<file path="src/rtl/lif_sweep_scheduler.sv">
// lif_sweep_scheduler
//   Shares one leaky-integrate-and-fire datapath across NUM_NEURONS neurons
//   whose {weight, potential} words live in an external single-port
//   synchronous RAM. It owns the tick timer and the sweep FSM, and it
//   arbitrates the RAM between the weight loader and the sweep.
//
//   Optional build macro: LIF_REFRACTORY_EN. When it is defined, a neuron
//   that fired in one sweep ignores its input spike in the next sweep.
//
// Ports
//   CLK, RESET           clock, synchronous active-high reset
//   enable               tick timer runs while high
//   threshold, spike_in  sampled when a sweep starts
//   load_valid/addr/data loader write request; load_ready accepts it
//   mem_addr/we/wdata    neuron RAM command; mem_rdata arrives 1 cycle later
//   spike_out            fire vector of the last completed sweep
//   spike_valid          high during DONE, when spike_out has just updated
//   busy, overrun        FSM not idle; sticky flag for a dropped tick
//   fsm_state            IDLE=0 READ=1 UPDATE=2 DONE=3
module lif_sweep_scheduler #(
  parameter int NUM_NEURONS = 8,
  parameter int ADDR_W      = 3,
  parameter int POT_W       = 8,
  parameter int TICK_PERIOD = 64,
  parameter int LEAK        = 1
) (
  input  logic                   CLK,
  input  logic                   RESET,
  input  logic                   enable,
  input  logic [POT_W-1:0]       threshold,
  input  logic [NUM_NEURONS-1:0] spike_in,
  input  logic                   load_valid,
  input  logic [ADDR_W-1:0]      load_addr,
  input  logic [2*POT_W-1:0]     load_data,
  output logic                   load_ready,
  output logic [ADDR_W-1:0]      mem_addr,
  output logic                   mem_we,
  output logic [2*POT_W-1:0]     mem_wdata,
  input  logic [2*POT_W-1:0]     mem_rdata,
  output logic [NUM_NEURONS-1:0] spike_out,
  output logic                   spike_valid,
  output logic                   busy,
  output logic                   overrun,
  output logic [1:0]             fsm_state
);

  localparam int CNT_W = (TICK_PERIOD > 1) ? $clog2(TICK_PERIOD) : 1;
  localparam logic [POT_W-1:0] LEAK_V = POT_W'(LEAK);

  typedef enum logic [1:0] {IDLE = 2'd0, READ = 2'd1, UPDATE = 2'd2, DONE = 2'd3} state_t;

  state_t                 state;
  logic [CNT_W-1:0]       tick_cnt;
  logic                   tick;
  logic [ADDR_W-1:0]      idx;
  logic [NUM_NEURONS-1:0] spk_l, fire_vec, fire_next;
  logic [POT_W-1:0]       thr_l;
`ifdef LIF_REFRACTORY_EN
  logic [NUM_NEURONS-1:0] refr;
`endif

  // ---------------- tick timer ----------------
  assign tick = enable && (tick_cnt == CNT_W'(TICK_PERIOD - 1));

  always_ff @(posedge CLK) begin
    if (RESET)       tick_cnt <= '0;
    else if (enable) tick_cnt <= tick ? '0 : tick_cnt + 1'b1;
  end

  // ---------------- LIF datapath ----------------
  logic [POT_W-1:0] w, p, addend, sat, leaked, s_new;
  logic [POT_W:0]   sum;
  logic             add_en, fire;

  always_comb begin
    {w, p} = mem_rdata;
`ifdef LIF_REFRACTORY_EN
    add_en = spk_l[idx] && !refr[idx];
`else
    add_en = spk_l[idx];
`endif
    addend = add_en ? w : '0;
    // one extra bit catches the carry for saturation
    sum    = {1'b0, p} + {1'b0, addend};
    sat    = sum[POT_W] ? '1 : sum[POT_W-1:0];
    leaked = (sat > LEAK_V) ? sat - LEAK_V : '0;
    fire   = (leaked >= thr_l);
    s_new  = fire ? '0 : leaked;
    fire_next = fire_vec | (NUM_NEURONS'(fire) << idx);
  end

  // ---------------- memory port ----------------
  // A tick has priority over the loader; the loader simply retries.
  assign load_ready = !RESET && (state == IDLE) && !tick;

  always_comb begin
    mem_addr  = '0;
    mem_we    = 1'b0;
    mem_wdata = '0;
    case (state)
      IDLE: if (load_valid && load_ready) begin
        mem_we    = 1'b1;
        mem_addr  = load_addr;
        mem_wdata = load_data;
      end
      READ: mem_addr = idx;
      UPDATE: begin
        // RESET aborts the sweep before this cycle's write lands
        mem_we    = !RESET;
        mem_addr  = idx;
        mem_wdata = {w, s_new};
      end
      default: ;
    endcase
  end

  // ---------------- sweep FSM ----------------
  always_ff @(posedge CLK) begin
    if (RESET) begin
      state       <= IDLE;
      idx         <= '0;
      spk_l       <= '0;
      thr_l       <= '0;
      fire_vec    <= '0;
      spike_out   <= '0;
      spike_valid <= 1'b0;
      overrun     <= 1'b0;
`ifdef LIF_REFRACTORY_EN
      refr        <= '0;
`endif
    end else begin
      spike_valid <= 1'b0;
      if (tick && state != IDLE) overrun <= 1'b1;
      case (state)
        IDLE: if (tick) begin
          spk_l <= spike_in;
          thr_l <= threshold;
          idx   <= '0;
          state <= READ;
        end
        READ: state <= UPDATE;
        UPDATE: begin
          fire_vec <= fire_next;
          if (idx == ADDR_W'(NUM_NEURONS - 1)) begin
            // publish on entry to DONE so spike_out and spike_valid
            // are both visible during the DONE cycle
            spike_out   <= fire_next;
            spike_valid <= 1'b1;
            state       <= DONE;
          end else begin
            idx   <= idx + 1'b1;
            state <= READ;
          end
        end
        DONE: begin
`ifdef LIF_REFRACTORY_EN
          refr <= fire_vec;
`endif
          fire_vec <= '0;
          state    <= IDLE;
        end
        default: state <= IDLE;
      endcase
    end
  end

  assign busy      = (state != IDLE);
  assign fsm_state = state;

endmodule
</file>
<file path="config.mk">
export PLATFORM = sky130hd
export DESIGN_NAME = lif_sweep_scheduler
export DESIGN_NICKNAME = d
export VERILOG_FILES = /design/src/rtl/lif_sweep_scheduler.sv
export SDC_FILE = /design/constraint.sdc
export NUM_CORES = 1
export LEC_CHECK = 0
export CORE_MARGIN = 5
export CORE_UTILIZATION = 43
export DETAILED_ROUTE_END_ITERATION = 10
export PLACE_DENSITY = 0.79
export SLEW_MARGIN = 0
export SYNTH_ARGS = -nofsm -noshare
export SYNTH_HDL_FRONTEND = slang
export SYNTH_SLANG_ARGS = --single-unit
</file>
<file path="constraint.sdc">
create_clock -name CLK -period 7.91 [get_ports CLK]
set_clock_uncertainty 0.15 [all_clocks]
set_input_delay 1.9775 -clock CLK [delete_from_list [all_inputs] [get_ports CLK]]
set_output_delay 1.9775 -clock CLK [all_outputs]
set_load 0.1 [all_outputs]
</file>
==> impl_metrics.py <==
metrics = {
    "power": {
        "p_per_area_mw_per_mm2": 130,
        "p_sw_uw": 243,
        "p_clk_frac": 0.268,
        "p_seq_frac": 0.350,
        "sw_frac_of_total": 0.368,
        "p_int_uw": 417,
        "leakagePower_uw": 0.00207,
        "comb_power_share": 0.381,
        "ir_drop_mv": 0.152,
    },
    "sta": {
        "fin_crit_sh": 1.05,
        "period_minus_slack_ps": 8300,
        "fin_tns_setup_ps": -2690,
        "worst_slack_ps": -386,
        "fmax_ghz": 0.121,
        "rsz0062_at_grt": "true",
        "relSlewSlack": 0.340,
        "hold_viol_final": 0,
        "setup_viol": 8,
        "tightestPinTransition_ps": 986,
        "drv_slew": 0,
    },
    "floorplan": {
        "start_util": 0.445,
        "dieArea_mm2": 0.00884,
        "coreArea_mm2": 0.00683,
        "rows": 30,
        "die_y_um": 94.0,
        "chipWidth_um": 94.0,
        "io-pin-count": 89,
    },
    "yosys": {
        "yosys.area_share.simple": 0.247,
        "ys_top_cells_by_count": "dfxtp_1, nor2_1, a21oi_1, nand2_1, ha_1",
        "synth_xor_area_frac": 0.0288,
        "synth_cell_type_count": 53,
        "ys.warnings.count": 0,
        "ys_async_sr_fraction": 0,
        "syn_inst": 388,
        "ys.flop_type": "dfxtp_1",
        "synthTopCellsByArea": "dfxtp_1, ha_1, a21oi_1, nor2_1, nand2_1",
        "synthAdderAreaFrac": 0.105,
        "ys_seq_elements": 45,
        "synth_largest_type_area_fraction": 0.297,
        "synth_edf_count": 0,
        "yosys.area.top_type": "dfxtp_1",
        "postSynthAreaPerCell_um2": 7.83,
        "synth_compound_area_frac": 0.251,
        "syn-num-nets": 468,
        "synthMuxAreaShare": 0.0247,
        "yosysMostFrequentCell": "dfxtp_1",
        "netlist_area_mm2": 0.00304,
        "ys_seq_area_frac": 0.297,
        "synth_top_family_by_area": "compound AO/OA/AOI/OAI gates",
    },
    "clock_network": {
        "cts_tree": "built",
        "clkTransAtPathRegs_ps": 90,
        "cts_hold_buf": 0,
        "htree_levels": 2,
        "clockBufferDepth": 2,
        "cts_buffers": 5,
        "cts_sinks": 45,
        "clkLatencyLatePin_ps": 310,
        "cts-root-buf": "clkbuf_8",
    },
    "finish": {
        "final_nets": 616,
        "fill_cells": 476,
        "final_layout_size_suffix_gt1_frac": 0.302,
        "regArea_um2": 901,
        "areaGrowthSynthToFinish_pct": 67.6,
        "fin_util": 0.745,
        "antenna-diode-count": 0,
        "multi_input_area_mm2": 0.00240,
    },
    "setup_path": {
        "path_buf_inv": 2,
        "crit_arrival_ps": 6170,
        "crit_family": "compound AO/OA/AOI/OAI gates",
        "worstPathRequired_ps": 5780,
        "endpoint_kind": "primary output",
        "cp-start-kind": "input port",
        "critPathMaxFanout": 6,
        "path_cells": "buf_6 -> nor2b_4 -> ha_4 -> fa_2 -> a211o_1 -> a41o_1 -> a21o_4 -> nor2_4 -> ha_4 -> o21ai_1 -> nor4_2 -> mux2i_1 -> ha_1 -> a21o_1 -> a21oi_1 -> o211ai_1 -> or2_4 -> o31ai_4 -> buf_12",
        "cpMaxStageDelayCell": "or2_4",
        "crit_path_max_incr_delay_ps": 360,
        "worstSetupPathType": "input port to primary output",
        "worst_path_most_repeated_cell": "ha_4",
    },
    "detailed_routing": {
        "drt_iter0_markers": 228,
        "wl_um": 10600,
        "via_per_inst": 5.60,
        "drc": 0,
        "firstDrtPassIters": 5,
        "num_vias": 3543,
        "wl_per_cell_um": 16.8,
        "ant_nets": 0,
    },
    "placement": {
        "place_ws_ps": -873,
        "io_buffers": 88,
        "dp_hpwl_um": 7410,
        "place_congestion": 0.889,
    },
    "grt": {
        "grt_pass1_vias": 3550,
        "grt_max_degree": 23,
        "grt_pass1_wl_um": 16500,
        "grtUsageTotal": 0.233,
        "grt-ovfl-total": 0,
        "antenna_found_initial": 0,
    },
    "worst_hold_path": {
        "hp-class": "register to register",
    },
    "outcome": {
        "violations": "negative setup slack",
        "status": "finished with violations",
    },
    "flow_run": {
        "maxCapViolCount": 0,
    },
}
## power groups by stage
stage	sequential [uW]	clock [uW]	combinational, uW
after floorplan	246	0	137
after global placement	237	0	228
after detailed placement	237	0	232
after CTS	231	180	243
after global routing	232	188	263
final	231	177	252
## kinds of logic (layout without fill, tap and decap cells)
kind of cell	Yosys count	count (layout)
AOI/OAI and AO/OA	118	118
xor gates and xnor gates	10	10
adders and majority gates	25	25
buffers and inverters	37	186
DFF	45	45
muxes	5	5
and+or+nand+nor	148	148
## flip-flops by register name, indices dropped and copies added (netlist names)
signal       flops
fire_vec         8
fsm_state        2
idx              3
overrun          1
spike_out        8
spike_valid      1
spk_l            8
thr_l            8
tick_cnt         6
## metal layers
layer | vias up | track usage | wire [um]
met5 | - | 0 | 0
li1 | 1710 | - | -
met1 | 1666 | 0.276 | 4390
met2 | 148 | 0.418 | 5320
met4 | 0 | 0.0842 | 187
met3 | 19 | 0.0409 | 722
## path summary, 6_finish.rpt
| check | startpoint | end | slack, ps | cells after the start |
|---|---|---|---|---|
| hold / removal | spk_l[5] | spk_l[5] | 310 | 2 |
| setup reg to reg | idx[0] | spike_out[7] | 2270 | 23 |
| setup / recovery | mem_rdata[8] | mem_wdata[0] | -390 | 19 |
| hold reg to reg | spk_l[5] | spk_l[5] | 310 | 2 |
## placed cells by master, fill, tap and decap left out, types with 12 or more instances in the layout
master	synthesis	layout
dfxtp_1	45	45
nor2_1	38	32
o21ai_0	19	17
a21oi_1	37	35
inv_1	15	14
ha_1	24	16
nand2_1	37	36
a31oi_1	12	12
buf_4	0	83
clkdlybuf4s50_1	0	55
nand3_1	19	18
## what timing repair did
item                       4_1_cts  5_1_grt
pin swaps                       33       27
cloned                           0        0
setup endpoints to repair        8        8
setup buffers                   14        7
resized for setup               72       10
hold endpoints to repair         0        0
## through the flow
stage	cell area [um^2]	hold slack (ps)	total power, uW	instances
after CTS	4990	311	655	626
after global routing	5090	329	683	633
after floorplan	3200	283	383	388
after global placement	4540	290	464	604
final	5090	309	660	633
after detailed placement	4540	298	468	604
## layout make-up
class / count / area share
multi-input cells: 306 / 0.471
repair buffers: 163 / 0.295
well taps: 96 / 0.0236
flip-flops and latches: 45 / 0.177
inverters: 15 / 0.0111
clock buffers: 5 / 0.0135
clock inverters: 3 / 0.00910
## worst reg2reg max path, delay by kind of cell, from the launching register on
family,cells,cell delay [ps]
mux,3,980
compound gates,9,1750
fa+ha+maj,4,970
flops,1,420
simple gates,3,480
buf+inv,4,760
No activity file was read; power rests on OpenSTA's default activity.
